### config.mk
export PLATFORM = sky130hd
export DESIGN_NAME = i2c_cfg_seq
export DESIGN_NICKNAME = d
export VERILOG_FILES = /design/src/rtl/i2c_cfg_seq.sv
export SDC_FILE = /design/constraint.sdc
export NUM_CORES = 1
export LEC_CHECK = 0
export CAP_MARGIN = 30
export CELL_PAD_IN_SITES_DETAIL_PLACEMENT = 0
export CELL_PAD_IN_SITES_GLOBAL_PLACEMENT = 1
export CORE_MARGIN = 5
export CORE_UTILIZATION = 30
export CTS_CLUSTER_DIAMETER = 30
export CTS_CLUSTER_SIZE = 25
export DETAILED_ROUTE_END_ITERATION = 12
export GPL_TIMING_DRIVEN = 0
export PLACE_DENSITY = 0.76
export SLEW_MARGIN = 30
export SYNTH_ARGS = -nofsm -noshare
export SYNTH_HDL_FRONTEND = slang
export SYNTH_SLANG_ARGS = --single-unit
### constraint.sdc
create_clock -name clk_i -period 2.8 [get_ports clk_i]
set_input_delay 0.42 -clock clk_i [delete_from_list [all_inputs] [get_ports clk_i]]
set_output_delay 0.42 -clock clk_i [all_outputs]
set_load 0.02 [all_outputs]
### src/rtl/i2c_cfg_seq.sv
// i2c_cfg_seq: walks a command table of i2c register writes, mux selects
// and delays, retrying NACKed transfers and flagging exhausted retries.
module i2c_cfg_seq #(
  parameter int NBYTES    = 3,
  parameter int TBL_AW    = 6,
  parameter int MAX_RETRY = 3,
  parameter int RETRY_GAP = 1000
) (
  input  logic                       clk_i,
  input  logic                       rst_n_i,
  input  logic                       start_i,
  output logic                       busy_o,
  output logic                       done_o,
  output logic                       error_o,
  output logic [TBL_AW-1:0]          err_idx_o,
  output logic [TBL_AW-1:0]          tbl_addr_o,
  input  logic [31:0]                tbl_data_i,
  output logic                       i2c_send_o,
  output logic [$clog2(NBYTES)-1:0]  i2c_nbytes_o,
  output logic [NBYTES*8-1:0]        i2c_data_o,
  input  logic                       i2c_ready_i,
  input  logic                       i2c_done_i,
  input  logic [NBYTES-1:0]          i2c_status_i
);

  localparam int DW  = NBYTES * 8;
  localparam int NBW = $clog2(NBYTES);
  localparam int RW  = $clog2(MAX_RETRY + 2);

  localparam logic [3:0] S_IDLE    = 4'd0;
  localparam logic [3:0] S_FETCH   = 4'd1;
  localparam logic [3:0] S_DECODE  = 4'd2;
  localparam logic [3:0] S_ISSUE   = 4'd3;
  localparam logic [3:0] S_WAIT    = 4'd4;
  localparam logic [3:0] S_CHECK   = 4'd5;
  localparam logic [3:0] S_BACKOFF = 4'd6;
  localparam logic [3:0] S_DELAY   = 4'd7;
  localparam logic [3:0] S_DONE    = 4'd8;

  logic [3:0]        state;
  logic [TBL_AW-1:0] idx;
  logic [RW-1:0]     retry;
  logic [23:0]       cnt;
  logic [NBYTES-1:0] need;
  logic              last;
  logic              pass;
  logic              unused_tbl;

  assign unused_tbl = ^tbl_data_i[29:24];

  assign busy_o     = (state != S_IDLE);
  assign done_o     = (state == S_DONE);
  assign tbl_addr_o = idx;
  assign last       = (idx == {TBL_AW{1'b1}});
  assign pass       = ((i2c_status_i & need) == need);

  always_ff @(posedge clk_i or negedge rst_n_i) begin
    if (!rst_n_i) begin
      state        <= S_IDLE;
      idx          <= '0;
      retry        <= '0;
      cnt          <= '0;
      need         <= '0;
      error_o      <= 1'b0;
      err_idx_o    <= '0;
      i2c_send_o   <= 1'b0;
      i2c_nbytes_o <= '0;
      i2c_data_o   <= '0;
    end else begin
      i2c_send_o <= 1'b0;
      unique case (state)
        S_IDLE: begin
          if (start_i) begin
            state   <= S_FETCH;
            idx     <= '0;
            retry   <= '0;
            error_o <= 1'b0;
          end
        end
        S_FETCH: state <= S_DECODE;
        S_DECODE: begin
          unique case (tbl_data_i[31:30])
            2'b00: begin
              i2c_data_o   <= DW'({tbl_data_i[7:0], tbl_data_i[15:8],
                                   tbl_data_i[23:16]});
              i2c_nbytes_o <= NBW'(2);
              need         <= NBYTES'(7);
              state        <= S_ISSUE;
            end
            2'b01: begin
              i2c_data_o   <= DW'({8'h00, tbl_data_i[7:0],
                                   tbl_data_i[23:16]});
              i2c_nbytes_o <= NBW'(1);
              need         <= NBYTES'(3);
              state        <= S_ISSUE;
            end
            2'b10: begin
              cnt   <= tbl_data_i[23:0];
              state <= S_DELAY;
            end
            default: state <= S_DONE;
          endcase
        end
        S_ISSUE: begin
          if (i2c_ready_i) begin
            i2c_send_o <= 1'b1;
            state      <= S_WAIT;
          end
        end
        S_WAIT: begin
          if (i2c_done_i) state <= S_CHECK;
        end
        // status is final by the cycle after done
        S_CHECK: begin
          if (pass) begin
            retry <= '0;
            if (last) begin
              state <= S_DONE;
            end else begin
              idx   <= idx + TBL_AW'(1);
              state <= S_FETCH;
            end
          end else if (retry < RW'(MAX_RETRY)) begin
            retry <= retry + RW'(1);
            cnt   <= 24'(RETRY_GAP - 1);
            state <= S_BACKOFF;
          end else begin
            error_o   <= 1'b1;
            err_idx_o <= idx;
            state     <= S_IDLE;
          end
        end
        S_BACKOFF: begin
          if (cnt == 24'd0) state <= S_ISSUE;
          else cnt <= cnt - 24'd1;
        end
        S_DELAY: begin
          if (cnt == 24'd0) begin
            if (last) begin
              state <= S_DONE;
            end else begin
              idx   <= idx + TBL_AW'(1);
              state <= S_FETCH;
            end
          end else begin
            cnt <= cnt - 24'd1;
          end
        end
        S_DONE: state <= S_IDLE;
        default: state <= S_IDLE;
      endcase
    end
  end

endmodule

After elaboration in Yosys (flattened, before gate mapping):

Index checks and enable logic that the tools add are counted.

* logic and storage cells: 91
* output and inout port bits: 42
* input bits: 40
* register bits after elaboration: 74

* magnitude comparators: 1
* eq/ne operators: 24
* $add $sub $neg: 3
* reduce and logical (&&, ||, !) cells: 17
* bitwise logic cells: 3
* muxes and demuxes: 33

Operator list (number)
* $mux 24: 4
* $pmux 24 s3: 1
* $pmux 24 s2: 1
* $pmux 4 s8: 1
* $mux 4: 7
* $logic_not 24->1: 1
* $mux 6: 4
* $sub 24x1->24 const B: 1
* $ne 2x2->1 const B: 11
* $pmux 6 s3: 1
* $eq 4x3->1 const B: 4
* $mux 3: 4
* $pmux 3 s2: 2
* $reduce_and 5->1: 2
* $eq 4x2->1 const B: 2
* $pmux 4 s2: 1
* $reduce_and 4->1: 2
* $add 6x1->6 const B: 1
* $eq 6x6->1 const B: 1
* $reduce_and 3->1: 2
* $reduce_bool 3->1: 2
* $mux 1: 5
* $eq 4x1->1 const B: 1
* $eq 4x4->1 const B: 1
* 16 further kinds: 19

Depth between registers and ports, before layout:

Gate-level depths: netlist of the first run.

* depth in word-level cells: 4
* gate-level depth with buffers: 8
* gate-level depth less buffers: 7

Least setup slack after synthesis of the first run:

OpenSTA, ideal clock, no wires.

* path type: register to register
* start: reg cnt[5]
* end: reg idx[0], in the netlist tbl_addr_o[0]
* path slack: 687 ps
* required time: 2675 ps
* cell stages (with the launch flop): 7
* clock period less this slack: 2113 ps
* setup time: 125 ps
* path buffers: 1
* arrival: 1988 ps
* path through: dfrtp_1 -> nor4_4 -> and4_4 -> a31oi_4 -> or3_1 -> buf_6 -> mux2_4

* longest elaborated chain between the ends: 3

RTL lines
* start: declaration: line 43 `logic [23:0] cnt;`
* start signal: assignment: line 98 `cnt <= tbl_data_i[23:0];`
* start signal: assignment: line 125 `cnt <= 24'(RETRY_GAP - 1);`
* start signal: assignment: line 135 `else cnt <= cnt - 24'd1;`
* $logic_not 24->1: line 138 `if (cnt == 24'd0) begin`
* $ne 2x2->1 (no source line)
* $reduce_and 4->1 (no source line)
* end signal: assignment: line 120 `idx <= idx + TBL_AW'(1);`
* end signal: assignment: line 142 `idx <= idx + TBL_AW'(1);`
* end: declaration: line 41 `logic [TBL_AW-1:0] idx;`

Every way passes these cells.
A chain may end at the register's enable or synchronous reset.

Worst setup path in the final report of the first run:

* start: reg state[0]
* end: out done_o

* longest elaborated chain between the ends: 1

RTL lines
* start: declaration: line 40 `logic [3:0] state;`
* start signal: assignment: line 59 `state <= S_IDLE;`
* start signal: assignment: line 74 `state <= S_FETCH;`
* start signal: assignment: line 80 `S_FETCH: state <= S_DECODE;`
* $eq 4x4->1: line 52 `assign done_o = (state == S_DONE);`
* end: declaration: line 13 `output logic done_o,`

Every way passes these cells.

==> results.cfg, run 1 <==
[synth]
synth_cells = 453
synth_warnings = 0
ys.flop_type = dfrtp_1
synth_area_um2 = 4020
ys_seq_area_share_pct = 44.8
synth_top_area_cell = dfrtp_1
syn_avg_cell_area_um2 = 8.88
synth_edf_count = 0
syn_nets = 497
yosysUniqueCellTypes = 68
synth_area_leaders = dfrtp_1 (45%), nand2_1 (8.2%), a31oi_1 (3.4%)
synth_top_area_share_pct = 44.8
synth-seq-cells = 72
postSynth.asyncResetShare_pct = 100

[sta]
finalCriticalPeriod_ns = 2.55
max_freq_mhz = 392
hold_viol = 0
grt_setup_unrepaired = false
finClkSkew_ns = 0.00478
max-slew-margin-rel_pct = 37.6
whs_ns = 0.0494
worstMarginPinSlew_ns = 0.930
drv_slew = 0
setup_viol = 0
final.period_utilization_pct = 91.2

[global_route]
grt_usage_pct = 15.9
grt_pass1_wl_um = 20400
grt_max_degree = 38
globalRouteOverflowTotal = 0
grt_pass1_vias = 3774
antenna_found_initial = 0

[routing]
vias_per_cell = 5.31
drtIter0Drc = 372
ant_nets = 0
wl_per_cell_um = 17.3
dr_total_vias = 3832
routed_wl_um = 12500
drc = 0
first_pass_iters = 6

[worst_setup_path]
r2r_end = state[0]
startpoint_type = flip-flop
endpoint_kind = output port
cp_slowest_cell = clkdlybuf4s50_1
critical_path.startpoint = state[0]
path_class = flip-flop to output port
r2r_start = cnt[5]
worst_ep_required_time_ns = 2.38
worst-path-max-fanout = 10
r2r_setup_slack_ns = 0.35
worstPathCellList = clkbuf_1 > clkbuf_1 > nor4_1 > clkdlybuf4s50_1
critPathArrivalTime_ns = 2.13
slowest_delay_ns = 0.66
reg2reg_depth = 5
worst_path_most_repeated_cell = clkbuf_1

[clock_tree]
cts_resized = 0
cts_setup_buffers = 0
ctsRootBufferMaster = clkbuf_16
tritoncts = done
h-tree-depth = 3
numCtsBuffers = 9
cts.sinks = 72
clk-insertion-delay-late_ns = 0.33
postCtsHoldBufs = 0
clk_pin_slew_ns = 0.06
clockBufferDepth = 2

[hold_path]
hold_class = primary input to asynchronous set/reset pin

[cells_and_area]
drive_gt1_share_pct = 8.44
layout_commonest_cell = nand2_1
diodes = 0
stdcell_area_um2 = 5310
nets = 584
multi_input_area_um2 = 2080
syn_to_final_growth_pct = 32.0
regArea_um2 = 1800
finish.utilization_pct = 40.3
layout_common_cells = nand2_1 (88), clkdlybuf4s50_1 (74), dfrtp_1 (72), nor2_1 (36), o21ai_0 (26)
fill_cells = 1313

[floorplanning]
dieArea_um2 = 15800
dieWidth_um = 126
fp-row-count = 42
io_pins = 82
start_util_pct = 30.5
die_y_um = 126
core_um2 = 13200

[power_and_ir_drop]
power_density_nw_per_um2 = 1080
p_total_uw = 5740
p_leak_uw = 0.00219
ir_worst_vdd_mv = 0.372

[place]
placedInstanceArea_um2 = 5010
portBuffers = 75
globalplace.congestion = 0.868
dpl.hpwl_um = 9370

[job]
max_cap_violations = 0

[run_status]
status = complete, no violations
## through the flow
step	instances	setup WS [ns]	setup TNS, ns
2_1_floorplan	453	0.687	0
3_3_place_gp	704	-1.29	-92.88
3_5_place_dp	705	-0.0853	-0.283
4_1_cts	721	0.217	0
5_1_grt	721	0.0875	0
6_report	721	0.247	0
## power breakdown
group | internal, uW | total [uW] | switching (uW)
sequential | 1460 | 1870 | 411
clock | 689 | 1160 | 466
combinational | 1160 | 2720 | 1550
total | 3310 | 5740 | 2430
## synthesized netlist by cell type, drive strengths merged, types with 5 or more instances
cell,n
nand2,88
dfrtp,72
nor2,38
o21ai,27
a31oi,23
clkbuf,20
a21oi,16
nand3,13
nor3,12
nand3b,10
mux2,9
buf,8
inv,7
nor2b,7
nor4,7
or3,6
a21o,5
o22ai,5
## metal layers
layer  share of wire [%]  up-vias  global-route usage [%]  wire length, um
li1                    -     1829                       -                -
met1                  44     1865                    20.8             5480
met2                  48      123                    25.9             6000
met3                 6.5       15                    4.02              812
met4                 1.4        0                    5.17              174
met5                   0        -                       0                0
## critical path: cells and delay by family (launching register included)
kind,cells,cell delay [ns]
AND/OR/NAND/NOR,1,0.34
buffers and inverters,3,1.10
flip-flops,1,0.35
## worst max path at each step
stage	end	slack (ns)	cells after the start
2_1_floorplan	tbl_addr_o[0]	0.69	6
3_3_place_gp	i2c_data_o[1]	-1.29	1
3_5_place_dp	cnt[17]	-0.09	7
4_1_cts	done_o	0.22	4
5_1_grt	cnt[2]	0.09	7
6_report	done_o	0.25	4
## layout make-up
cell class | count | area share, %
Clock inverter | 7 | 1.37
Multi-Input combinational cell | 346 | 39.1
Tap cell | 176 | 4.15
Inverter | 7 | 0.495
Sequential cell | 72 | 33.9
Timing Repair Buffer | 76 | 14.5
Buffer | 28 | 2.26
Clock buffer | 9 | 4.24
## registers in the layout, summed over array words and instances, names as in the netlist
name	cells
need	2
cnt	24
err_idx_o	6
i2c_nbytes_o	1
i2c_send_o	1
i2c_data_o	24
error_o	1
state	4
retry	3
tbl_addr_o	6
## cell families after synthesis
logic type | Yosys count | synth area share (%)
simple gates | 208 | 25.8
compound gates | 121 | 20.9
fa+ha+maj | 4 | 1.24
flops | 72 | 44.8
mux | 13 | 3.61
buf+inv | 35 | 3.64
Power figures use the tool's default switching activity.
==> run 2, diff against run 1 <==
--- a/config.mk
+++ b/config.mk
@@ -8,7 +8,6 @@
 export CAP_MARGIN = 30
 export CELL_PAD_IN_SITES_DETAIL_PLACEMENT = 0
 export CELL_PAD_IN_SITES_GLOBAL_PLACEMENT = 1
-export CORE_MARGIN = 5
 export CORE_UTILIZATION = 30
 export CTS_CLUSTER_DIAMETER = 30
 export CTS_CLUSTER_SIZE = 25
==> results.cfg, run 2 (synthesis results as in run 1) <==
[run_status]
status = complete, no violations

[floorplanning]
io_pins = 82
start_util_pct = 31.4
die_y_um = 118
dieArea_um2 = 13900
dieWidth_um = 118
core_um2 = 12800
fp-row-count = 41

[sta]
finClkSkew_ns = 0.00731
max-slew-margin-rel_pct = 42.8
drv_slew = 0
final.setup.tns_ns = 0
finalCriticalPeriod_ns = 2.54
grt_setup_unrepaired = false
setup_viol = 0
whs_ns = 0.0500
final.period_utilization_pct = 90.8
hold_viol = 0
max_freq_mhz = 393
worstMarginPinSlew_ns = 0.852

[cells_and_area]
top_regs = cnt (24), i2c_data_o (24)
fin_cells = 717
drive_gt1_share_pct = 8.26
diodes = 0
nets = 584
layout_common_cells = nand2_1 (88), clkdlybuf4s50_1 (74), dfrtp_1 (72), nor2_1 (36), o21ai_0 (26)
syn_to_final_growth_pct = 32.4
layout_commonest_cell = nand2_1

[routing]
dr_total_vias = 3827
routed_wl_um = 12100
wl_met2_um = 5750
ant_nets = 0
dr_wl_met3_um = 607
drtIter0Drc = 239
m1WireLength_um = 5470
first_pass_iters = 8
vias_per_cell = 5.34
drc = 0
wl_per_cell_um = 16.8
topRoutingLayerUsed = met4

[worst_setup_path]
endpoint_kind = output port
startpoint_type = flip-flop
worst_ep_required_time_ns = 2.38
critPathArrivalTime_ns = 2.12
path_class = flip-flop to output port
worst-path-max-fanout = 10

[global_route]
grt_pass1_wl_um = 20000
globalRouteOverflowTotal = 0
grt_max_degree = 38
antenna_found_initial = 0
grt_usage_pct = 18.2
grt_pass1_vias = 3770

[clock_tree]
clk-insertion-delay-late_ns = 0.33
numCtsBuffers = 9
ctsRootBufferMaster = clkbuf_16
clk_pin_slew_ns = 0.06
h-tree-depth = 3
cts.sinks = 72
postCtsHoldBufs = 0
clockBufferDepth = 2
cts_setup_buffers = 0
cts_resized = 0
tritoncts = done

[place]
globalplace.congestion = 0.911
dp_cells = 701
portBuffers = 75
dpl.hpwl_um = 9080

[power_and_ir_drop]
p_leak_uw = 0.00220
ir_worst_vdd_mv = 0.461
power_density_nw_per_um2 = 1090

[job]
max_cap_violations = 0

[hold_path]
hold_class = primary input to asynchronous set/reset pin
[run 2: changes by cell type in the layout (fill, tap and decap cells not counted)]
cell and change:
clkinv_2 -2, bufinv_16 +1, clkbuf_1 +1, clkinv_4 -1, inv_6 +1
[run 2: final timing paths]
| path | start | to | slack [ns] | cells after the start |
|---|---|---|---|---|
| min | rst_n_i | tbl_addr_o[0] | 0.05 | 1 |
| max reg2reg | cnt[5] | state[0] | 0.28 | 5 |
| min reg2reg | i2c_data_o[16] | i2c_data_o[16] | 0.46 | 2 |
| max in group asynchronous | rst_n_i | i2c_data_o[10] | 2.16 | 2 |
| min in group clk_i | i2c_data_o[16] | i2c_data_o[16] | 0.46 | 2 |
| max | state[0] | done_o | 0.26 | 4 |
[run 2: layout make-up]
| type | instances | area, um2 |
|---|---|---|
| fillers | 1309 | 7500 |
| multi-input cells | 346 | 2080 |
| flip-flops and latches | 72 | 1800 |
| repair buffers | 76 | 768 |
| clock buffers | 10 | 229 |
| well taps | 172 | 215 |
| plain buffers | 28 | 120 |
| clock inverters | 6 | 92.6 |
| inverters | 7 | 26.3 |
[run 2: metrics by stage]
stage                     utilization (%)  power, uW  instance area [um2]  worst slack, ns
after floorplan                         -       3550                 4020            0.687
after global placement               38.9       4520                 4990            -1.37
after detailed placement             39.0       4570                 5010          -0.0120
after CTS                            41.6       5830                 5330            0.227
after global routing                 41.6       6220                 5330           0.0879
final                                41.6       5820                 5330            0.257
[run 2: where the power goes]
| group | total, uW | internal, uW | switching (uW) |
|---|---|---|---|
| clock network | 1250 | 785 | 466 |
| registers | 1870 | 1460 | 410 |
| logic | 2700 | 1160 | 1540 |
[run 2: per-layer routing]
metal	GRT usage (%)	vias to the layer above
met1	24.0	1845
met5	0	-
met3	2.52	18
li1	-	1831
met4	8.01	0
met2	29.6	133
[run 2: worst max-delay path, cell delays in order, from the launching register on]
cell and delay, ns:
dfrtp_1 0.36, clkbuf_1 0.20, clkbuf_1 0.25, nor4_1 0.33, clkdlybuf4s50_1 0.66
